--- config.mk ---
export PLATFORM = sky130hd
export DESIGN_NAME = pfu_fetch_flat
export DESIGN_NICKNAME = d
export VERILOG_FILES = /design/src/rtl/pfu_fetch_pkg.sv /design/src/rtl/pfu_fetch_if.sv /design/src/rtl/pfu_fifo.sv /design/src/rtl/pfu_fetch.sv /design/src/flat_wrapper.sv
export SDC_FILE = /design/constraint.sdc
export NUM_CORES = 1
export LEC_CHECK = 0
export CAP_MARGIN = 20
export CORE_MARGIN = 2
export CORE_UTILIZATION = 50
export CTS_BUF_LIST = sky130_fd_sc_hd__clkbuf_8
export CTS_CLUSTER_SIZE = 14
export DETAILED_ROUTE_END_ITERATION = 12
export GPL_ROUTABILITY_DRIVEN = 1
export HOLD_SLACK_MARGIN = 0.15
export PLACE_DENSITY = 0.79
export SYNTH_ARGS = -nofsm -noshare
export SYNTH_HDL_FRONTEND = slang
export SYNTH_SLANG_ARGS = --single-unit
export TNS_END_PERCENT = 10
--- constraint.sdc ---
create_clock -name fclk_i -period 2.8 [get_ports fclk_i]
set_clock_uncertainty 0.1 [all_clocks]
set_input_delay 0.56 -clock fclk_i [delete_from_list [all_inputs] [get_ports fclk_i]]
set_output_delay 0.56 -clock fclk_i [all_outputs]
set_load 0.03 [all_outputs]
--- src/rtl/pfu_fetch_pkg.sv ---
// Shared definitions for the prefetch unit: widths, RISC-V major opcodes,
// the buffered fetch entry layout and the jump/branch pre-decode helper.
package pfu_fetch_pkg;

  localparam int INST_WIDTH   = 32;
  localparam int PFU_PC_WIDTH = 32;
  localparam int STC_PC_WIDTH = PFU_PC_WIDTH;
  localparam int GHSR_WIDTH   = 8;

  localparam logic [6:0] OP_LOAD   = 7'b000_0011;
  localparam logic [6:0] OP_STORE  = 7'b010_0011;
  localparam logic [6:0] OP_OP_IMM = 7'b001_0011;
  localparam logic [6:0] OP_OP     = 7'b011_0011;
  localparam logic [6:0] OP_LUI    = 7'b011_0111;
  localparam logic [6:0] OP_AUIPC  = 7'b001_0111;
  localparam logic [6:0] OP_SYSTEM = 7'b111_0011;
  localparam logic [6:0] OP_JAL    = 7'b110_1111;
  localparam logic [6:0] OP_JALR   = 7'b110_0111;
  localparam logic [6:0] OP_BRANCH = 7'b110_0011;

  typedef struct packed {
    logic [INST_WIDTH-1:0]   inst;
    logic [PFU_PC_WIDTH-1:0] pc;
    logic [GHSR_WIDTH-1:0]   ghsr;
    logic                    jb;
  } fetch_entry_t;

  function automatic logic is_jb(input logic [INST_WIDTH-1:0] inst);
    logic jb_s;
    case (inst[6:0])
      OP_JAL, OP_JALR, OP_BRANCH: jb_s = 1'b1;
      default:                    jb_s = 1'b0;
    endcase
    return jb_s;
  endfunction

endpackage

--- src/rtl/pfu_fetch_if.sv ---
// Instruction-memory, decode and stage-control signals of the prefetch unit.
// master = prefetch unit, slave = its environment.
interface pfu_fetch_if;
  import pfu_fetch_pkg::*;

  logic                    imem_req_o;
  logic [PFU_PC_WIDTH-1:0] imem_addr_o;
  logic                    imem_gnt_i;
  logic                    imem_rvld_i;
  logic [INST_WIDTH-1:0]   imem_rdata_i;
  logic                    pfu_vld_o;
  logic                    dcu_rdy_i;
  logic [INST_WIDTH-1:0]   pfu_inst_o;
  logic [PFU_PC_WIDTH-1:0] pfu_pc_o;
  logic [GHSR_WIDTH-1:0]   pfu_ghsr_o;
  logic                    pfu_j_b_en_o;
  logic                    stc_stall_i;
  logic                    stc_redirect_i;
  logic [STC_PC_WIDTH-1:0] stc_pc_i;
  logic [GHSR_WIDTH-1:0]   stc_ghsr_i;

  modport master (
    output imem_req_o, imem_addr_o, pfu_vld_o, pfu_inst_o, pfu_pc_o, pfu_ghsr_o, pfu_j_b_en_o,
    input  imem_gnt_i, imem_rvld_i, imem_rdata_i, dcu_rdy_i,
           stc_stall_i, stc_redirect_i, stc_pc_i, stc_ghsr_i
  );

  modport slave (
    input  imem_req_o, imem_addr_o, pfu_vld_o, pfu_inst_o, pfu_pc_o, pfu_ghsr_o, pfu_j_b_en_o,
    output imem_gnt_i, imem_rvld_i, imem_rdata_i, dcu_rdy_i,
           stc_stall_i, stc_redirect_i, stc_pc_i, stc_ghsr_i
  );

endinterface

--- src/rtl/pfu_fifo.sv ---
// Synchronous FIFO with flush and occupancy count; storage clears on reset so
// the head reads as zero until the first push.
module pfu_fifo #(
  parameter int WIDTH = 8,
  parameter int DEPTH = 2,
  localparam int AW = $clog2(DEPTH),
  localparam int CW = AW + 1
) (
  input  logic             clk,
  input  logic             rst_n,
  input  logic             flush,
  input  logic             push,
  input  logic [WIDTH-1:0] wdata,
  input  logic             pop,
  output logic [WIDTH-1:0] rdata,
  output logic [CW-1:0]    count,
  output logic             empty,
  output logic             full
);

  logic [WIDTH-1:0] mem_r [DEPTH];
  logic [AW-1:0]    wr_ptr_r;
  logic [AW-1:0]    rd_ptr_r;
  logic [CW-1:0]    cnt_r;
  logic             push_s;
  logic             pop_s;

  assign empty  = (cnt_r == {CW{1'b0}});
  assign full   = (cnt_r == CW'(DEPTH));
  assign push_s = push && !full;
  assign pop_s  = pop && !empty;
  assign rdata  = mem_r[rd_ptr_r];
  assign count  = cnt_r;

  // Storage, pointers and occupancy.
  always_ff @(posedge clk or negedge rst_n) begin
    if (!rst_n) begin
      wr_ptr_r <= {AW{1'b0}};
      rd_ptr_r <= {AW{1'b0}};
      cnt_r    <= {CW{1'b0}};
      for (int i = 0; i < DEPTH; i++) begin
        mem_r[i] <= {WIDTH{1'b0}};
      end
    end else if (flush) begin
      wr_ptr_r <= {AW{1'b0}};
      rd_ptr_r <= {AW{1'b0}};
      cnt_r    <= {CW{1'b0}};
    end else begin
      if (push_s) begin
        mem_r[wr_ptr_r] <= wdata;
        wr_ptr_r        <= wr_ptr_r + AW'(1'b1);
      end
      if (pop_s) begin
        rd_ptr_r <= rd_ptr_r + AW'(1'b1);
      end
      case ({push_s, pop_s})
        2'b10:   cnt_r <= cnt_r + CW'(1'b1);
        2'b01:   cnt_r <= cnt_r - CW'(1'b1);
        default: cnt_r <= cnt_r;
      endcase
    end
  end

endmodule

--- src/rtl/pfu_fetch.sv ---
// Instruction prefetch unit: credit-limited in-order fetch, pre-decode with
// GHSR tagging, buffered hand-off to decode, stall and redirect handling.
module pfu_fetch
  import pfu_fetch_pkg::*;
#(
  parameter int                      FIFO_DEPTH = 2,
  parameter logic [PFU_PC_WIDTH-1:0] RESET_PC   = {PFU_PC_WIDTH{1'b0}}
) (
  input  logic        fclk_i,
  input  logic        rst_i,
  pfu_fetch_if.master bus
);

  localparam int                      CW       = $clog2(FIFO_DEPTH) + 1;
  localparam logic [CW-1:0]           CNT_ZERO = {CW{1'b0}};
  localparam logic [PFU_PC_WIDTH-1:0] PC_STEP  = PFU_PC_WIDTH'(32'd4);

  logic [PFU_PC_WIDTH-1:0] fetch_pc_r;
  logic [PFU_PC_WIDTH-1:0] rsp_pc_r;
  logic [PFU_PC_WIDTH-1:0] redir_pc_s;
  logic [GHSR_WIDTH-1:0]   ghsr_r;
  logic [CW-1:0]           outstanding_r;
  logic [CW-1:0]           discard_r;
  logic [CW-1:0]           out_nxt_s;
  logic [CW-1:0]           discard_nxt_s;
  logic [CW-1:0]           fifo_cnt_s;
  logic [CW:0]             credit_sum_s;
  logic                    fifo_empty_s;
  logic                    fifo_full_s;
  logic                    req_s;
  logic                    grant_s;
  logic                    push_s;
  logic                    pop_s;
  logic                    vld_s;
  fetch_entry_t            entry_in_s;
  fetch_entry_t            head_s;

  assign redir_pc_s   = bus.stc_pc_i & ~(STC_PC_WIDTH'(32'd3));
  assign credit_sum_s = {1'b0, fifo_cnt_s} + {1'b0, outstanding_r};

  // Outstanding requests are counted against buffer space so a response always has a slot.
  assign req_s   = rst_i && !bus.stc_stall_i && !bus.stc_redirect_i
                 && (credit_sum_s < (CW + 1)'(FIFO_DEPTH)) && (discard_r == CNT_ZERO);
  assign grant_s = req_s && bus.imem_gnt_i;
  assign push_s  = bus.imem_rvld_i && !bus.stc_redirect_i && (discard_r == CNT_ZERO) && !fifo_full_s;
  assign vld_s   = !fifo_empty_s && !bus.stc_stall_i && !bus.stc_redirect_i;
  assign pop_s   = vld_s && bus.dcu_rdy_i;

  assign entry_in_s.inst = bus.imem_rdata_i;
  assign entry_in_s.pc   = rsp_pc_r;
  assign entry_in_s.ghsr = ghsr_r;
  assign entry_in_s.jb   = is_jb(bus.imem_rdata_i);

  pfu_fifo #(
    .WIDTH ($bits(fetch_entry_t)),
    .DEPTH (FIFO_DEPTH)
  ) u_fifo (
    .clk   (fclk_i),
    .rst_n (rst_i),
    .flush (bus.stc_redirect_i),
    .push  (push_s),
    .wdata (entry_in_s),
    .pop   (pop_s),
    .rdata (head_s),
    .count (fifo_cnt_s),
    .empty (fifo_empty_s),
    .full  (fifo_full_s)
  );

  // Next outstanding and discard counts; a redirect discards whatever is still in flight.
  always_comb begin
    out_nxt_s     = outstanding_r;
    discard_nxt_s = discard_r;
    case ({grant_s, bus.imem_rvld_i})
      2'b10:   out_nxt_s = outstanding_r + CW'(1'b1);
      2'b01:   out_nxt_s = outstanding_r - CW'(1'b1);
      default: out_nxt_s = outstanding_r;
    endcase
    if (bus.stc_redirect_i) begin
      discard_nxt_s = out_nxt_s;
    end else if (bus.imem_rvld_i && (discard_r != CNT_ZERO)) begin
      discard_nxt_s = discard_r - CW'(1'b1);
    end else begin
      discard_nxt_s = discard_r;
    end
  end

  // Request bookkeeping registers.
  always_ff @(posedge fclk_i or negedge rst_i) begin
    if (!rst_i) begin
      outstanding_r <= CNT_ZERO;
      discard_r     <= CNT_ZERO;
    end else begin
      outstanding_r <= out_nxt_s;
      discard_r     <= discard_nxt_s;
    end
  end

  // Fetch PC, response PC and global history.
  always_ff @(posedge fclk_i or negedge rst_i) begin
    if (!rst_i) begin
      fetch_pc_r <= RESET_PC;
      rsp_pc_r   <= RESET_PC;
      ghsr_r     <= {GHSR_WIDTH{1'b0}};
    end else if (bus.stc_redirect_i) begin
      fetch_pc_r <= redir_pc_s;
      rsp_pc_r   <= redir_pc_s;
      ghsr_r     <= bus.stc_ghsr_i;
    end else begin
      if (grant_s) begin
        fetch_pc_r <= fetch_pc_r + PC_STEP;
      end
      if (push_s) begin
        rsp_pc_r <= rsp_pc_r + PC_STEP;
        // Static not-taken prediction shifts a zero in; the entry keeps the pre-shift history.
        if (entry_in_s.jb) begin
          ghsr_r <= {ghsr_r[GHSR_WIDTH-2:0], 1'b0};
        end
      end
    end
  end

  assign bus.imem_req_o   = req_s;
  assign bus.imem_addr_o  = fetch_pc_r;
  assign bus.pfu_vld_o    = vld_s;
  assign bus.pfu_inst_o   = head_s.inst;
  assign bus.pfu_pc_o     = head_s.pc;
  assign bus.pfu_ghsr_o   = head_s.ghsr;
  assign bus.pfu_j_b_en_o = head_s.jb;

endmodule

--- src/flat_wrapper.sv ---
// flat-port wrapper written by rule: the top's interface ports become plain ports
module pfu_fetch_flat import pfu_fetch_pkg::*;
#(
  parameter int                      FIFO_DEPTH = 2,
  parameter logic [PFU_PC_WIDTH-1:0] RESET_PC   = {PFU_PC_WIDTH{1'b0}}
)
  (fclk_i, rst_i, bus_imem_req_o, bus_imem_addr_o, bus_pfu_vld_o, bus_pfu_inst_o, bus_pfu_pc_o, bus_pfu_ghsr_o, bus_pfu_j_b_en_o, bus_imem_gnt_i, bus_imem_rvld_i, bus_imem_rdata_i, bus_dcu_rdy_i, bus_stc_stall_i, bus_stc_redirect_i, bus_stc_pc_i, bus_stc_ghsr_i);
  pfu_fetch_if bus_i ();
  input  logic fclk_i;
  input  logic rst_i;
  output wire logic [$bits(bus_i.imem_req_o)-1:0] bus_imem_req_o;
  output wire logic [$bits(bus_i.imem_addr_o)-1:0] bus_imem_addr_o;
  output wire logic [$bits(bus_i.pfu_vld_o)-1:0] bus_pfu_vld_o;
  output wire logic [$bits(bus_i.pfu_inst_o)-1:0] bus_pfu_inst_o;
  output wire logic [$bits(bus_i.pfu_pc_o)-1:0] bus_pfu_pc_o;
  output wire logic [$bits(bus_i.pfu_ghsr_o)-1:0] bus_pfu_ghsr_o;
  output wire logic [$bits(bus_i.pfu_j_b_en_o)-1:0] bus_pfu_j_b_en_o;
  input wire logic [$bits(bus_i.imem_gnt_i)-1:0] bus_imem_gnt_i;
  input wire logic [$bits(bus_i.imem_rvld_i)-1:0] bus_imem_rvld_i;
  input wire logic [$bits(bus_i.imem_rdata_i)-1:0] bus_imem_rdata_i;
  input wire logic [$bits(bus_i.dcu_rdy_i)-1:0] bus_dcu_rdy_i;
  input wire logic [$bits(bus_i.stc_stall_i)-1:0] bus_stc_stall_i;
  input wire logic [$bits(bus_i.stc_redirect_i)-1:0] bus_stc_redirect_i;
  input wire logic [$bits(bus_i.stc_pc_i)-1:0] bus_stc_pc_i;
  input wire logic [$bits(bus_i.stc_ghsr_i)-1:0] bus_stc_ghsr_i;
  assign bus_imem_req_o = bus_i.imem_req_o;
  assign bus_imem_addr_o = bus_i.imem_addr_o;
  assign bus_pfu_vld_o = bus_i.pfu_vld_o;
  assign bus_pfu_inst_o = bus_i.pfu_inst_o;
  assign bus_pfu_pc_o = bus_i.pfu_pc_o;
  assign bus_pfu_ghsr_o = bus_i.pfu_ghsr_o;
  assign bus_pfu_j_b_en_o = bus_i.pfu_j_b_en_o;
  assign bus_i.imem_gnt_i = bus_imem_gnt_i;
  assign bus_i.imem_rvld_i = bus_imem_rvld_i;
  assign bus_i.imem_rdata_i = bus_imem_rdata_i;
  assign bus_i.dcu_rdy_i = bus_dcu_rdy_i;
  assign bus_i.stc_stall_i = bus_stc_stall_i;
  assign bus_i.stc_redirect_i = bus_stc_redirect_i;
  assign bus_i.stc_pc_i = bus_stc_pc_i;
  assign bus_i.stc_ghsr_i = bus_stc_ghsr_i;
  pfu_fetch #(.FIFO_DEPTH(FIFO_DEPTH), .RESET_PC(RESET_PC)) u_core (.fclk_i(fclk_i), .rst_i(rst_i), .bus(bus_i));
endmodule
Word-level counts from Yosys, hierarchy flattened --
Index checks and enable logic that the tools add are counted.
Operators by class: add/subtract/negate cells 10, $lt $le $gt $ge 4, eq/ne operators 8, muxes and demuxes 23, bitwise gates (word level) 3, reductions and logical operators 32
Operators with widths (count):
- $mux W73 | 4
- $bwmux W146 | 1
- $mux W32 | 4
- $demux W73 S1 | 1
- $add A32 B3 Y32 const B | 2
- $mux W8 | 3
- $eq A7 B7 Y1 const B | 3
- $logic_and A1 B1 Y1 | 15
- $reduce_bool A2 Y1 | 7
- $pmux W2 S2 | 2
- $eq A2 B2 Y1 const B | 3
- $mux W2 | 3
- $sub A2 B1 Y2 const B | 3
- $mux W1 | 5
- $add A2 B1 Y2 const B | 2
- $eq A2 B1 Y1 const B | 2
- $ge A2 B2 Y1 const B | 2
- $logic_not A1 Y1 | 4
- $logic_not A2 Y1 | 2
- $not A1 Y2 | 2
- $reduce_and A2 Y1 | 2
- $add A2 B2 Y3 | 1
- $lt A3 B2 Y1 const B | 1
- $reduce_bool A3 Y1 | 1
- other kinds (4) | 5
Word-level totals: flip-flop bits (word level) 226, bits of input ports 79, word-level logic and storage cells 90

Depth between registers and ports, before layout --
Gate-level depths: netlist (run 1).
word-level depth 9, depth in mapped cells 13, gate-level depth less buffers 10

Cells and area by module --
Synthesis (run 1) repeated with hierarchy kept, for this count alone.
Unflattened totals: cells, all modules 861, area total of the unflattened synthesis 10945.5 um^2
Modules (own cells, without submodules):
- pfu_fifo | times used 1, cells each 412, area an instance 6812.8 um^2
- pfu_fetch | times used 1, cells each 449, area an instance 4132.7 um^2

Worst setup path after synthesis (run 1) --
OpenSTA, ideal clock, no wires.
kind register to register, from register u_core.u_fifo.cnt_r[0] (netlist: u_core.u_fifo.count[0]), to register u_core.discard_r[1], arrival time 2.694 ns, path slack -0.119 ns, stages on the path, launching flop included 14, path buffers 3, period minus slack after synthesis 2.919 ns, path through dfrtp_1 > and2_1 > fa_1 > and4bb_1 > and3_1 > buf_4 > inv_2 > buf_2 > buf_2 > ha_1 > xnor2_1 > nor2_1 > xor2_1 > mux2_2
Between the ends: longest elaborated chain between the ends 8, elaborated cells between the ends (all ways) 9
RTL lines:
- start, declared | RTL line pfu_fifo.sv:24 | logic [CW-1:0] cnt_r;
- start signal, assigned | RTL line pfu_fifo.sv:40 | cnt_r <= {CW{1'b0}};
- start signal, assigned | RTL line pfu_fifo.sv:47 | cnt_r <= {CW{1'b0}};
- start signal, assigned | RTL line pfu_fifo.sv:57 | 2'b10: cnt_r <= cnt_r + CW'(1'b1);
- $add A2 B2 Y3 (*) | RTL line pfu_fetch.sv:39 | assign credit_sum_s = {1'b0, fifo_cnt_s} + {1'b0, outstanding_r};
- $lt A3 B2 Y1 (*) | RTL line pfu_fetch.sv:43 | && (credit_sum_s < (CW + 1)'(FIFO_DEPTH)) && (discard_r == CNT_ZERO);
- $logic_and A1 B1 Y1 (*) (2 in series) | RTL line pfu_fetch.sv:43
- $logic_and A1 B1 Y1 (*) | RTL line pfu_fetch.sv:44 | assign grant_s = req_s && bus.imem_gnt_i;
- $eq A2 B1 Y1 or $eq A2 B2 Y1 (tied branches) | RTL line pfu_fetch.sv:74 | case ({grant_s, bus.imem_rvld_i})
- $pmux W2 S2 (*) | RTL line pfu_fetch.sv:74
- net u_core.out_nxt_s[1] | RTL line pfu_fetch.sv:24 | logic [CW-1:0] out_nxt_s;
- $mux W2 (*) | RTL line pfu_fetch.sv:79 | if (bus.stc_redirect_i) begin
- end signal, assigned | RTL line pfu_fetch.sv:95 | discard_r <= discard_nxt_s;
- end, declared | RTL line pfu_fetch.sv:23 | logic [CW-1:0] discard_r;
Mark *: on every way through the listed nets, which the timed path passes. The rest lies on a longest branch. A chain may end at the register's enable or synchronous reset.

Final worst setup path (run 1) --
from register u_core.outstanding_r[0], to output bus_imem_req_o
Between the ends: longest elaborated chain between the ends 4
RTL lines:
- start, declared | RTL line pfu_fetch.sv:22 | logic [CW-1:0] outstanding_r;
- start signal, assigned | RTL line pfu_fetch.sv:94 | outstanding_r <= out_nxt_s;
- $add A2 B2 Y3 | RTL line pfu_fetch.sv:39
- $lt A3 B2 Y1 | RTL line pfu_fetch.sv:43
- $logic_and A1 B1 Y1 (2 in series) | RTL line pfu_fetch.sv:43
- end, declared | RTL line flat_wrapper.sv:11 | output wire logic [$bits(bus_i.imem_req_o)-1:0] bus_imem_req_o;
Every way passes these cells.

==> metrics.md, run 1 <==
| Metric | Value |
|---|---|
| # diodes | 0 |
| Core footprint | 21700 um^2 |
| Share of cells above drive strength 1 | 0.280 |
| DP HPWL | 19.0 mm |
| DRT Pass-1 Iters | 5 |
| Comb power frac | 0.381 |
| Vias per std cell | 5.96 |
| CTS Root Cell | clkbuf_8 |
| CTS tree | yes |
| Sequential Power Share | 0.384 |
| Mapped Avg Cell Area | 11.6 um^2 |
| Die height | 152 um |
| Min cycle time layout | 2.75 ns |
| Starting Density | 0.507 |
| Switching Share | 0.356 |
| Clk pin slew, worst setup/hold paths | 0.06 ns |
| Vias in the first global route | 8600 |
| Crit. End Element | output pin |
| Internal cell power | 8.23 mW |
| Cell variety after synth | 63 |
| 1st-iter DRT viols | 607 |
| Most frequent cell after synthesis | dfrtp_1 |
| VDD IR-drop max | 0.000642 V |
| Hold_ws | 0.272 ns |
| Number of flops mapped to enable cells by yosys | 0 |
| Nets@finish | 1215 |
| Least-Margin Pin Slew | 0.716 ns |
| WL per Instance | 19.3 um |
| Initial antenna violation count | 0 |
| Status | finished, final reports clean |
| Synth top area share | 0.496 |
| Core Rows | 54 |
| Endpoints failing setup | 0 |
| Vias | 8582 |
| DRC viols | 0 |
| GP Congestion | 0.943 |
| Dpl cells | 1367 |
| CP Data Required Time | 2.14 ns |
| Synth Cell Area | 11000 um^2 |
| Htree depth | 2 |
| Overall power | 12.8 mW |
| Power density cells | 917 nW/um^2 |
| P_sw | 4.54 mW |
| Core Util, Final | 0.642 |
| Worst skew pair latency | 0.53 ns |
| Clk sinks | 218 |
| IO buf count | 179 |
| Worst Path Max Fanout | 3 |
| Worst setup path class | reg -> out |
| # IOs | 186 |
| Antenna-violating nets left | 0 |
| Crit share post-route | 0.980 |
| Fin cells | 1439 |
| Worst setup margin | 0.0548 ns |
| Pre-CTS WS | 0.0500 ns |
| Layout area overhead | 26.8% |
| Critical Path Source Type | flop |
| Final Hold Vio Count | 0 |
| Routed wire length | 27.8 mm |
| Arrival @ worst endpoint | 2.09 ns |
| Gr ovfl total | 0 |
| Maximum clock frequency | 0.364 GHz |
| HP Class | in -> async |
| Relative slew slack | 0.522 |
| Die width | 152 um |
| CTS Buffer Depth | 3 |
| Yosys warns | 0 |
| Slew Viols, Final | 0 |
| Total CTS buffers | 38 |
| Largest cells by area after synthesis | dfrtp_1 (50%), mux2_2 (22%), nor2_1 (1.6%) |
| Maxcap violations | 0 |
| Die ar. | 23200 um^2 |
| Seq/Total Area, Yosys | 0.496 |
| Global-route wire length before repair | 45.3 mm |
| Main synth FF type | dfrtp_1 |
| Syn Inst Count | 947 |
| Largest net degree at the start of global routing | 114 |
| Share of synthesized flip-flops with an asynchronous set or reset | 1.00 |
| GRT Overall Usage | 0.237 |
| RSZ-0062 raised after global routing | true |
| P_leak | 5.88 nW |
| Leading area contributor after synthesis | dfrtp_1 |
| Register bit total from synthesis | 218 |
| Most frequent cells after synthesis | dfrtp_1 (218), mux2_2 (213), nor2_1 (47) |
| Clk pwr share | 0.236 |
path summary, 6_finish.rpt:
check / depth (start not counted) / start / end / slack [ns]
worst max-delay path: 5 / u_core.outstanding_r[0] / bus_imem_req_o / 0.05
worst min-delay path: 2 / rst_i / u_core.u_fifo.count[1] / 0.27
worst max register to register: 6 / u_core.outstanding_r[0] / u_core.bus.imem_addr_o[11] / 0.16
worst min register to register: 1 / u_core.u_fifo.mem_r[113] / u_core.u_fifo.mem_r[113] / 0.38
max in group asynchronous: 4 / rst_i / u_core.u_fifo.mem_r[47] / 0.75
min in group fclk_i: 3 / bus_stc_redirect_i / u_core.u_fifo.count[1] / 0.37
registers in the layout, indices dropped and copies added, names as in the netlist:
signal	flops
u_core.rsp_pc_r	30
u_core.ghsr_r	8
u_core.u_fifo.count	2
u_core.outstanding_r	2
u_core.discard_r	2
u_core.u_fifo.mem_r	142
u_core.bus.imem_addr_o	30
u_core.u_fifo.rd_ptr_r	1
u_core.u_fifo.wr_ptr_r	1
what timing repair did:
| action | CTS | global route |
|---|---|---|
| buffers inserted | 2 | 1 |
| hold endpoints to repair | 52 | 0 |
| pin swaps | 3 | 0 |
| hold buffers | 1 | 0 |
| resized for setup | 72 | 2 |
| endpoints found under the setup margin | 72 | 7 |
power groups by stage:
stage          Clock (mW)  Sequential [mW]  Combinational, mW
2_1_floorplan           0             4.79               3.40
3_3_place_gp            0             4.86               5.17
6_report             3.01             4.90               4.86
5_1_grt              3.24             5.04               5.18
4_1_cts              3.09             4.90               4.90
3_5_place_dp            0             4.95               5.27
stage by stage:
step | area, um^2 | TNS (ns)
2_1_floorplan | 11000 | 0
3_3_place_gp | 13200 | 0
3_5_place_dp | 13200 | 0
4_1_cts | 13900 | -0.00183
5_1_grt | 13900 | -0.0331
6_report | 13900 | 0
cells in the final DEF (no fill, tap or decap), drive strengths merged, types with 29 or more instances in the layout:
master / synthesis / routed
buf: 33 / 35
clkbuf: 37 / 51
clkdlybuf4s50: 0 / 105
dfrtp: 218 / 218
dlygate4sd2: 0 / 70
mux2: 218 / 218
nand2: 44 / 44
nand3: 30 / 30
nand4: 29 / 29
nor2: 48 / 48
routing by layer:
layer	track usage	routed length, um	share of wire	vias to the layer above
met3	0.0418	1800	0.065	57
met4	0.0823	696	0.025	0
met1	0.328	12000	0.43	4271
met5	0	0	0	-
li1	-	-	-	3913
met2	0.378	13300	0.48	341
kinds of logic (layout without fill, tap and decap cells):
| family | count (synthesis) | in the layout | synth area share |
|---|---|---|---|
| muxes | 218 | 218 | 0.223 |
| AOI/OAI and AO/OA | 121 | 121 | 0.0792 |
| and+or+nand+nor | 288 | 288 | 0.147 |
| xor gates and xnor gates | 14 | 14 | 0.0124 |
| other | 1 | 4 | 0.000341 |
| buffers and inverters | 82 | 291 | 0.0345 |
| adders and majority gates | 5 | 5 | 0.00638 |
| DFF | 218 | 218 | 0.496 |
worst max-delay path, stage by stage, from the launching register on:
cell and delay, ns:
dfrtp_1 0.41, and2_4 0.15, fa_1 0.45, and4bb_1 0.28, and2_4 0.15, buf_6 0.12
cell type report:
class | count | area, um^2
multi-input combinational | 650 | 5200
sequential | 218 | 5460
timing repair buffer | 211 | 2070
inverter | 12 | 45.0
tap | 280 | 350
clock buffer | 51 | 702
clock inverter | 17 | 103
fill | 1702 | 7760
No activity file was read; power rests on OpenSTA's default activity.
==> inputs of run 2 (changes only) <==
--- a/config.mk
+++ b/config.mk
@@ -7,13 +7,13 @@
 export LEC_CHECK = 0
 export CAP_MARGIN = 20
 export CORE_MARGIN = 2
-export CORE_UTILIZATION = 50
-export CTS_BUF_LIST = sky130_fd_sc_hd__clkbuf_8
+export CORE_UTILIZATION = 49
+export CTS_BUF_LIST = sky130_fd_sc_hd__clkbuf_8 sky130_fd_sc_hd__clkbuf_16
 export CTS_CLUSTER_SIZE = 14
 export DETAILED_ROUTE_END_ITERATION = 12
 export GPL_ROUTABILITY_DRIVEN = 1
 export HOLD_SLACK_MARGIN = 0.15
-export PLACE_DENSITY = 0.79
+export PLACE_DENSITY = 0.78
 export SYNTH_ARGS = -nofsm -noshare
 export SYNTH_HDL_FRONTEND = slang
 export SYNTH_SLANG_ARGS = --single-unit
==> run 2 against run 1 <==
  * Clock-buffer cell count is 22 lower
  * Non-clock buffer count is 3 lower
  * Clock power rose by 8.0%
  * Critical path type unchanged
  * Largest cell class unchanged
==> metrics.md, run 2 (synthesis gave the netlist of run 1 again) <==
| Metric | Value |
|---|---|
| CTS Buffer Depth | 3 (unchanged) |
| CTS Root Cell | clkbuf_16 (was clkbuf_8) |
| DP HPWL | 18.9 mm (was 19.0 mm) |
| Reg2Reg Setup Slack | 0.23 ns (was 0.16 ns) |
| Layout area overhead | 27.4% (was 26.8%) |
| Multi-input gate area | 5200 um^2 (about the same) |
| # IOs | 186 (unchanged) |
| Critical Path Source Type | flop (unchanged) |
| # diodes | 0 (unchanged) |
| Least-Margin Pin Slew | 1.15 ns (was 0.716 ns) |
| Delay-heaviest family, CP | adder cells (was simple AND/OR/NAND/NOR gates) |
| Routed wire length | 27.3 mm (was 27.8 mm) |
| DRT Pass-1 Iters | 5 (unchanged) |
| IO buf count | 179 (unchanged) |
| GP Congestion | 0.925 (was 0.943) |
| Global-route wire length before repair | 45.0 mm (was 45.3 mm) |
| Clk pin slew, worst setup/hold paths | 0.06 ns (about the same) |
| Status | finished, final reports clean (unchanged) |
| Top reg by flops | u_core.u_fifo.mem_r (unchanged) |
| Slew Viols, Final | 0 (unchanged) |
| R2R depth | 7 (was 6) |
| Pre-CTS WS | 0.184 ns (was 0.0500 ns) |
| Relative slew slack | 0.232 (was 0.522) |
| Crit path cell chain | fa_1, and4bb_1, and2_4, buf_6 (was and2_4, fa_1, and4bb_1, and2_4, buf_6) |
| Initial antenna violation count | 0 (unchanged) |
| VDD IR-drop max | 0.000729 V (was 0.000642 V) |
| Htree depth | 1 (was 2) |
| Power density cells | 933 nW/um^2 (was 917 nW/um^2) |
| R2R Path Start | u_core.u_fifo.count[1] (was u_core.outstanding_r[0]) |
| WL per Instance | 19.4 um (was 19.3 um) |
| Vias per std cell | 5.99 (was 5.96) |
| # fillers | 1713 (was 1702) |
| Die ar. | 23600 um^2 (was 23200 um^2) |
| Largest net degree at the start of global routing | 202 (was 114) |
| Overall power | 13.1 mW (was 12.8 mW) |
| Die height | 154 um (was 152 um) |
| Gr ovfl total | 0 (unchanged) |
| Worst setup margin | 0.0556 ns (was 0.0548 ns) |
| Vias in the first global route | 8422 (was 8600) |
| HP Start | bus_stc_redirect_i |
| Antenna-violating nets left | 0 (unchanged) |
| Endpoints failing setup | 0 (unchanged) |
| Worst R2R End | u_core.bus.imem_addr_o[12] (was u_core.bus.imem_addr_o[11]) |
| Total CTS buffers | 24 (was 38) |
| CTS tree | yes (unchanged) |
| Hold_ws | 0.301 ns (was 0.272 ns) |
| Crit share post-route | 0.980 (about the same) |
| Max FFs per register | 142 (unchanged) |
| DRC viols | 0 (unchanged) |
| Commonest non-fill, non-tap cell in the layout | dfrtp_1 (unchanged) |
| Worst Path Max Fanout | 8 (was 3) |
| GRT Overall Usage | 0.231 (was 0.237) |
| Hold path depth | 3 |
| CP Data Required Time | 2.14 ns (about the same) |
| Worst skew pair latency | 0.51 ns (was 0.53 ns) |
| Worst path bufs/invs | 1 (unchanged) |
| Arrival @ worst endpoint | 2.08 ns (was 2.09 ns) |
| Share of cells above drive strength 1 | 0.266 (was 0.280) |
| Maxcap violations | 0 (unchanged) |
| WHS Endpoint | u_core.discard_r[0] |
| Final Hold Vio Count | 0 (unchanged) |
| Worst setup path class | reg -> out (unchanged) |
| P_leak | 6.00 nW (was 5.88 nW) |
| Clk sinks | 218 (unchanged) |
| Core Rows | 54 (unchanged) |
| Core footprint | 21900 um^2 (was 21700 um^2) |
| Reg area | 5460 um^2 (about the same) |
| Vias | 8450 (was 8582) |
| Min cycle time layout | 2.74 ns (was 2.75 ns) |
| Die width | 154 um (was 152 um) |
| Most frequent cells in the layout | dfrtp_1 (217), mux2_2 (213), clkdlybuf4s50_1 (104) (was dfrtp_1 (216), mux2_2 (213), clkdlybuf4s50_1 (105)) |
| 1st-iter DRT viols | 642 (was 607) |
| Starting Density | 0.502 (was 0.507) |
| Maximum clock frequency | 0.364 GHz (about the same) |
| Crit path max-delay cell type | fa_1 (unchanged) |
| CP max stage delay | 0.59 ns (was 0.45 ns) |
| RSZ-0062 raised after global routing | true (unchanged) |
| HP Class | in -> reg (was in -> async) |
| Nets@finish | 1198 (was 1215) |
| Crit. End Element | output pin (unchanged) |
run 2: worst max path at each step:
| stage | depth (start not counted) | start | endpoint |
|---|---|---|---|
| floorplan | 13 | u_core.u_fifo.count[0] | u_core.discard_r[1] |
| global placement | 6 | bus_imem_rvld_i | u_core.u_fifo.mem_r[48] |
| detailed placement | 6 | bus_imem_rvld_i | u_core.u_fifo.mem_r[44] |
| CTS | 3 | u_core.u_fifo.rd_ptr_r | bus_pfu_inst_o[16] |
| global route | 5 | u_core.outstanding_r[0] | bus_imem_req_o |
| finish | 4 | u_core.u_fifo.count[1] | bus_imem_req_o |
run 2: worst register-to-register path: cells and delay by family (launching register included):
family / cells / cell delay (ns)
flip-flops: 1 / 0.47
adder cells (fa/ha/maj): 1 / 0.52
AO/OA/AOI/OAI: 1 / 0.18
AND/OR/NAND/NOR: 3 / 0.98
buffers and inverters: 2 / 0.22
run 2: stage by stage:
step	setup TNS [ns]	utilization	area (um^2)	std cells
after global routing	-0.0335	0.640	14000	1411
after CTS	0	0.637	13900	1410
after floorplan	0	-	11000	950
after global placement	0	0.601	13200	1366
final	0	0.640	14000	1411
after detailed placement	0	0.601	13200	1366
run 2: cell type report:
class,instances,area share
clock buffer,29,0.0486
timing repair buffer,208,0.151
sequential,218,0.390
tap,280,0.0250
inverter,12,0.00322
multi-input combinational,650,0.371
clock inverter,14,0.0109
run 2: routing by layer:
layer / routed length, um / vias to the layer above / global-route usage
met5: 0 / - / 0
met4: 723 / 0 / 0.0699
met3: 1490 / 56 / 0.0285
met2: 13400 / 284 / 0.383
met1: 11700 / 4240 / 0.322
li1: - / 3870 / -
run 2: power breakdown:
group / leakage [nW] / internal, mW / switching, mW
Clock: 0.415 / 2.00 / 1.25
Combinational: 2.92 / 2.35 / 2.57
Sequential: 2.66 / 4.23 / 0.664
Total: 6.00 / 8.58 / 4.48
run 2: repair_timing:
| item | 4_1_cts | 5_1_grt |
|---|---|---|
| hold endpoints to repair | 17 | 0 |
| buffers inserted | 0 | 1 |
| resized for setup | 53 | 20 |
| setup endpoints to repair | 52 | 21 |
| pin swaps | 1 | 3 |
| hold buffers | 1 | 0 |
==> inputs of run 3 (changes only) <==
--- a/config.mk
+++ b/config.mk
@@ -12,8 +12,10 @@
 export CTS_CLUSTER_SIZE = 14
 export DETAILED_ROUTE_END_ITERATION = 12
 export GPL_ROUTABILITY_DRIVEN = 1
+export GPL_TIMING_DRIVEN = 0
 export HOLD_SLACK_MARGIN = 0.15
 export PLACE_DENSITY = 0.78
+export SLEW_MARGIN = 25
 export SYNTH_ARGS = -nofsm -noshare
 export SYNTH_HDL_FRONTEND = slang
 export SYNTH_SLANG_ARGS = --single-unit
==> run 3 against run 2 <==
  * The flow now finishes with violations (hold timing)
  * Cell area decreased by 0.31%
  * Clock-buffer cell count increased by 1
  * Via count increased by 3.5%
  * Clock power decreased by 8.6%
  * Routed wire length increased by 12%
  * Sequential share of layout area increased by 0.12 points
  * Hold slack got worse by 0.34 ns
  * Largest cell class unchanged
==> metrics.md, run 3 (synthesis gave the netlist of run 1 again) <==
| Metric | Value |
|---|---|
| Top reg by flops | u_core.u_fifo.mem_r (unchanged) |
| # IOs | 186 (unchanged) |
| Internal cell power | 8.23 mW (was 8.58 mW) |
| Die height | 154 um (unchanged) |
| CTS Buffer Depth | 3 (unchanged) |
| Vias in the first global route | 8753 (was 8422) |
| P_sw | 4.52 mW (was 4.48 mW) |
| Maximum clock frequency | 0.361 GHz (was 0.364 GHz) |
| Arrival @ worst endpoint | 3.05 ns (was 2.08 ns) |
| # fillers | 1778 (was 1713) |
| Nets@finish | 1242 (was 1198) |
| 1st-iter DRT viols | 645 (was 642) |
| GP Congestion | 0.939 (was 0.925) |
| Core footprint | 21900 um^2 (unchanged) |
| Vias per std cell | 6.01 (was 5.99) |
| Die width | 154 um (unchanged) |
| Crit share post-route | 0.990 (was 0.980) |
| Maxcap violations | 0 (unchanged) |
| Least-Margin Pin Slew | 1.01 ns (was 1.15 ns) |
| Status | finished, violations left (was finished, final reports clean) |
| Share of cells above drive strength 1 | 0.263 (was 0.266) |
| Max FFs per register | 142 (unchanged) |
| WL per Instance | 21.0 um (was 19.4 um) |
| CTS Root Cell | clkbuf_16 (unchanged) |
| DRC viols | 0 (unchanged) |
| Crit. End Element | flop (was output pin) |
| Sequential Power Share | 0.384 (was 0.375) |
| Worst Path Max Fanout | 19 (was 8) |
| Endpoints failing setup | 0 (unchanged) |
| DRT Pass-1 Iters | 5 (unchanged) |
| Vias | 8748 (was 8450) |
| IO buf count | 178 (was 179) |
| Initial antenna violation count | 0 (unchanged) |
| Final Hold Vio Count | 68 (was 0) |
| Switching Share | 0.355 (was 0.343) |
| Clk sinks | 218 (unchanged) |
| Comb power frac | 0.383 (was 0.376) |
| Reg area | 5460 um^2 (unchanged) |
| P_leak | 5.96 nW (was 6.00 nW) |
| Relative slew slack | 0.321 (was 0.232) |
| Commonest non-fill, non-tap cell in the layout | dfrtp_1 (unchanged) |
| Total CTS buffers | 24 (unchanged) |
| CP Data Required Time | 3.08 ns (was 2.14 ns) |
| Power density cells | 914 nW/um^2 (was 933 nW/um^2) |
| Total Negative Setup Slacks | 0 ns (unchanged) |
| Slew Viols, Final | 0 (unchanged) |
| Worst skew pair latency | 0.51 ns (about the same) |
| Gr ovfl total | 0 (unchanged) |
| HP Class | in -> async (was in -> reg) |
| Failing checks | hold timing |
| Worst setup path class | reg -> reg (was reg -> out) |
| GRT Overall Usage | 0.254 (was 0.231) |
| Min cycle time layout | 2.77 ns (was 2.74 ns) |
| Antenna-violating nets left | 0 (unchanged) |
| Core Rows | 54 (unchanged) |
| Clk pin slew, worst setup/hold paths | 0.07 ns (was 0.06 ns) |
| CP max stage delay | 0.44 ns (was 0.59 ns) |
| Crit path cell chain | and2_4, fa_1, and4bb_1, and3_4, inv_2, buf_12, ha_4, xnor2_1, nor2_1, xor2_1, mux2_2 (was fa_1, and4bb_1, and2_4, buf_6) |
| Die ar. | 23600 um^2 (unchanged) |
| Most frequent cells in the layout | dfrtp_1 (215), mux2_2 (213), clkdlybuf4s50_1 (105) (was dfrtp_1 (217), mux2_2 (213), clkdlybuf4s50_1 (104)) |
| # diodes | 0 (unchanged) |
| Crit path max-delay cell type | fa_1 (unchanged) |
| Clk pwr share | 0.233 (was 0.249) |
| Htree depth | 1 (unchanged) |
| Largest net degree at the start of global routing | 87 (was 202) |
| Layout area overhead | 27.0% (was 27.4%) |
| Global-route wire length before repair | 48.4 mm (was 45.0 mm) |
| Critical Path Source Type | flop (unchanged) |
| RSZ-0062 raised after global routing | true (unchanged) |
| VDD IR-drop max | 0.000727 V (was 0.000729 V) |
| Routed wire length | 30.5 mm (was 27.3 mm) |
| DP HPWL | 21.9 mm (was 18.9 mm) |
| CTS tree | yes (unchanged) |
| Multi-input gate area | 5190 um^2 (was 5200 um^2) |
| Hold_ws | -0.0352 ns (was 0.301 ns) |
| Starting Density | 0.502 (unchanged) |
## run 3: worst paths after layout
path	start	to	slack [ns]	cells after the start
min in group fclk_i	u_core.u_fifo.mem_r[113]	u_core.u_fifo.mem_r[113]	0.38	1
max in group asynchronous	rst_i	u_core.u_fifo.mem_r[60]	1.51	3
setup / recovery	u_core.outstanding_r[0]	u_core.discard_r[1]	0.03	11
hold / removal	rst_i	u_core.bus.imem_addr_o[7]	-0.04	1
setup reg to reg	u_core.outstanding_r[0]	u_core.discard_r[1]	0.03	11
hold reg to reg	u_core.u_fifo.mem_r[113]	u_core.u_fifo.mem_r[113]	0.38	1
## run 3: layout make-up
class	count	share of cell area
Timing Repair Buffer	185	0.129
Buffer	67	0.0258
Multi-Input combinational cell	650	0.372
Inverter	12	0.00323
Sequential cell	218	0.391
Clock inverter	13	0.00412
Tap cell	280	0.0251
Clock buffer	30	0.0497
## run 3: what timing repair did
item,4_1_cts,5_1_grt
pin swaps,2,1
resized for setup,90,12
setup buffers,2,3
endpoints found under the hold margin,83,83
gates cloned,0,0
setup endpoints to repair,75,15
## run 3: routing by layer
layer | vias to the layer above | wire (um) | track usage
li1 | 3961 | - | -
met1 | 4376 | 13000 | 0.354
met2 | 348 | 14600 | 0.415
met3 | 63 | 2050 | 0.0383
met4 | 0 | 860 | 0.0773
met5 | - | 0 | 0
## run 3: critical path: cells and delay by family, from the launching register on
| kind | cells | cell delay (ns) |
|---|---|---|
| XOR/XNOR | 2 | 0.29 |
| buffers and inverters | 2 | 0.24 |
| adder cells (fa/ha/maj) | 2 | 0.60 |
| AND/OR/NAND/NOR | 4 | 0.75 |
| multiplexers | 1 | 0.27 |
| flip-flops | 1 | 0.38 |
## run 3: power by group through the flow
stage	Clock [mW]	Sequential [mW]	Combinational, mW
floorplan	0	4.79	3.40
global placement	0	4.87	5.17
detailed placement	0	4.94	5.27
CTS	3.02	4.89	4.92
global route	3.16	5.04	5.19
finish	2.97	4.90	4.88
## run 3: metrics by stage
stage / worst slack, ns / instance area (um^2) / total power [mW] / cells / util
after CTS: -0.164 / 13900 / 12.8 / 1454 / 0.637
after detailed placement: -0.365 / 13200 / 10.2 / 1410 / 0.604
after global placement: -8.48 / 13200 / 10.0 / 1408 / 0.601
after global routing: -0.0391 / 14000 / 13.4 / 1455 / 0.638
final: 0.0270 / 14000 / 12.8 / 1455 / 0.638
after floorplan: 0.00116 / 11000 / 8.20 / 950 / -
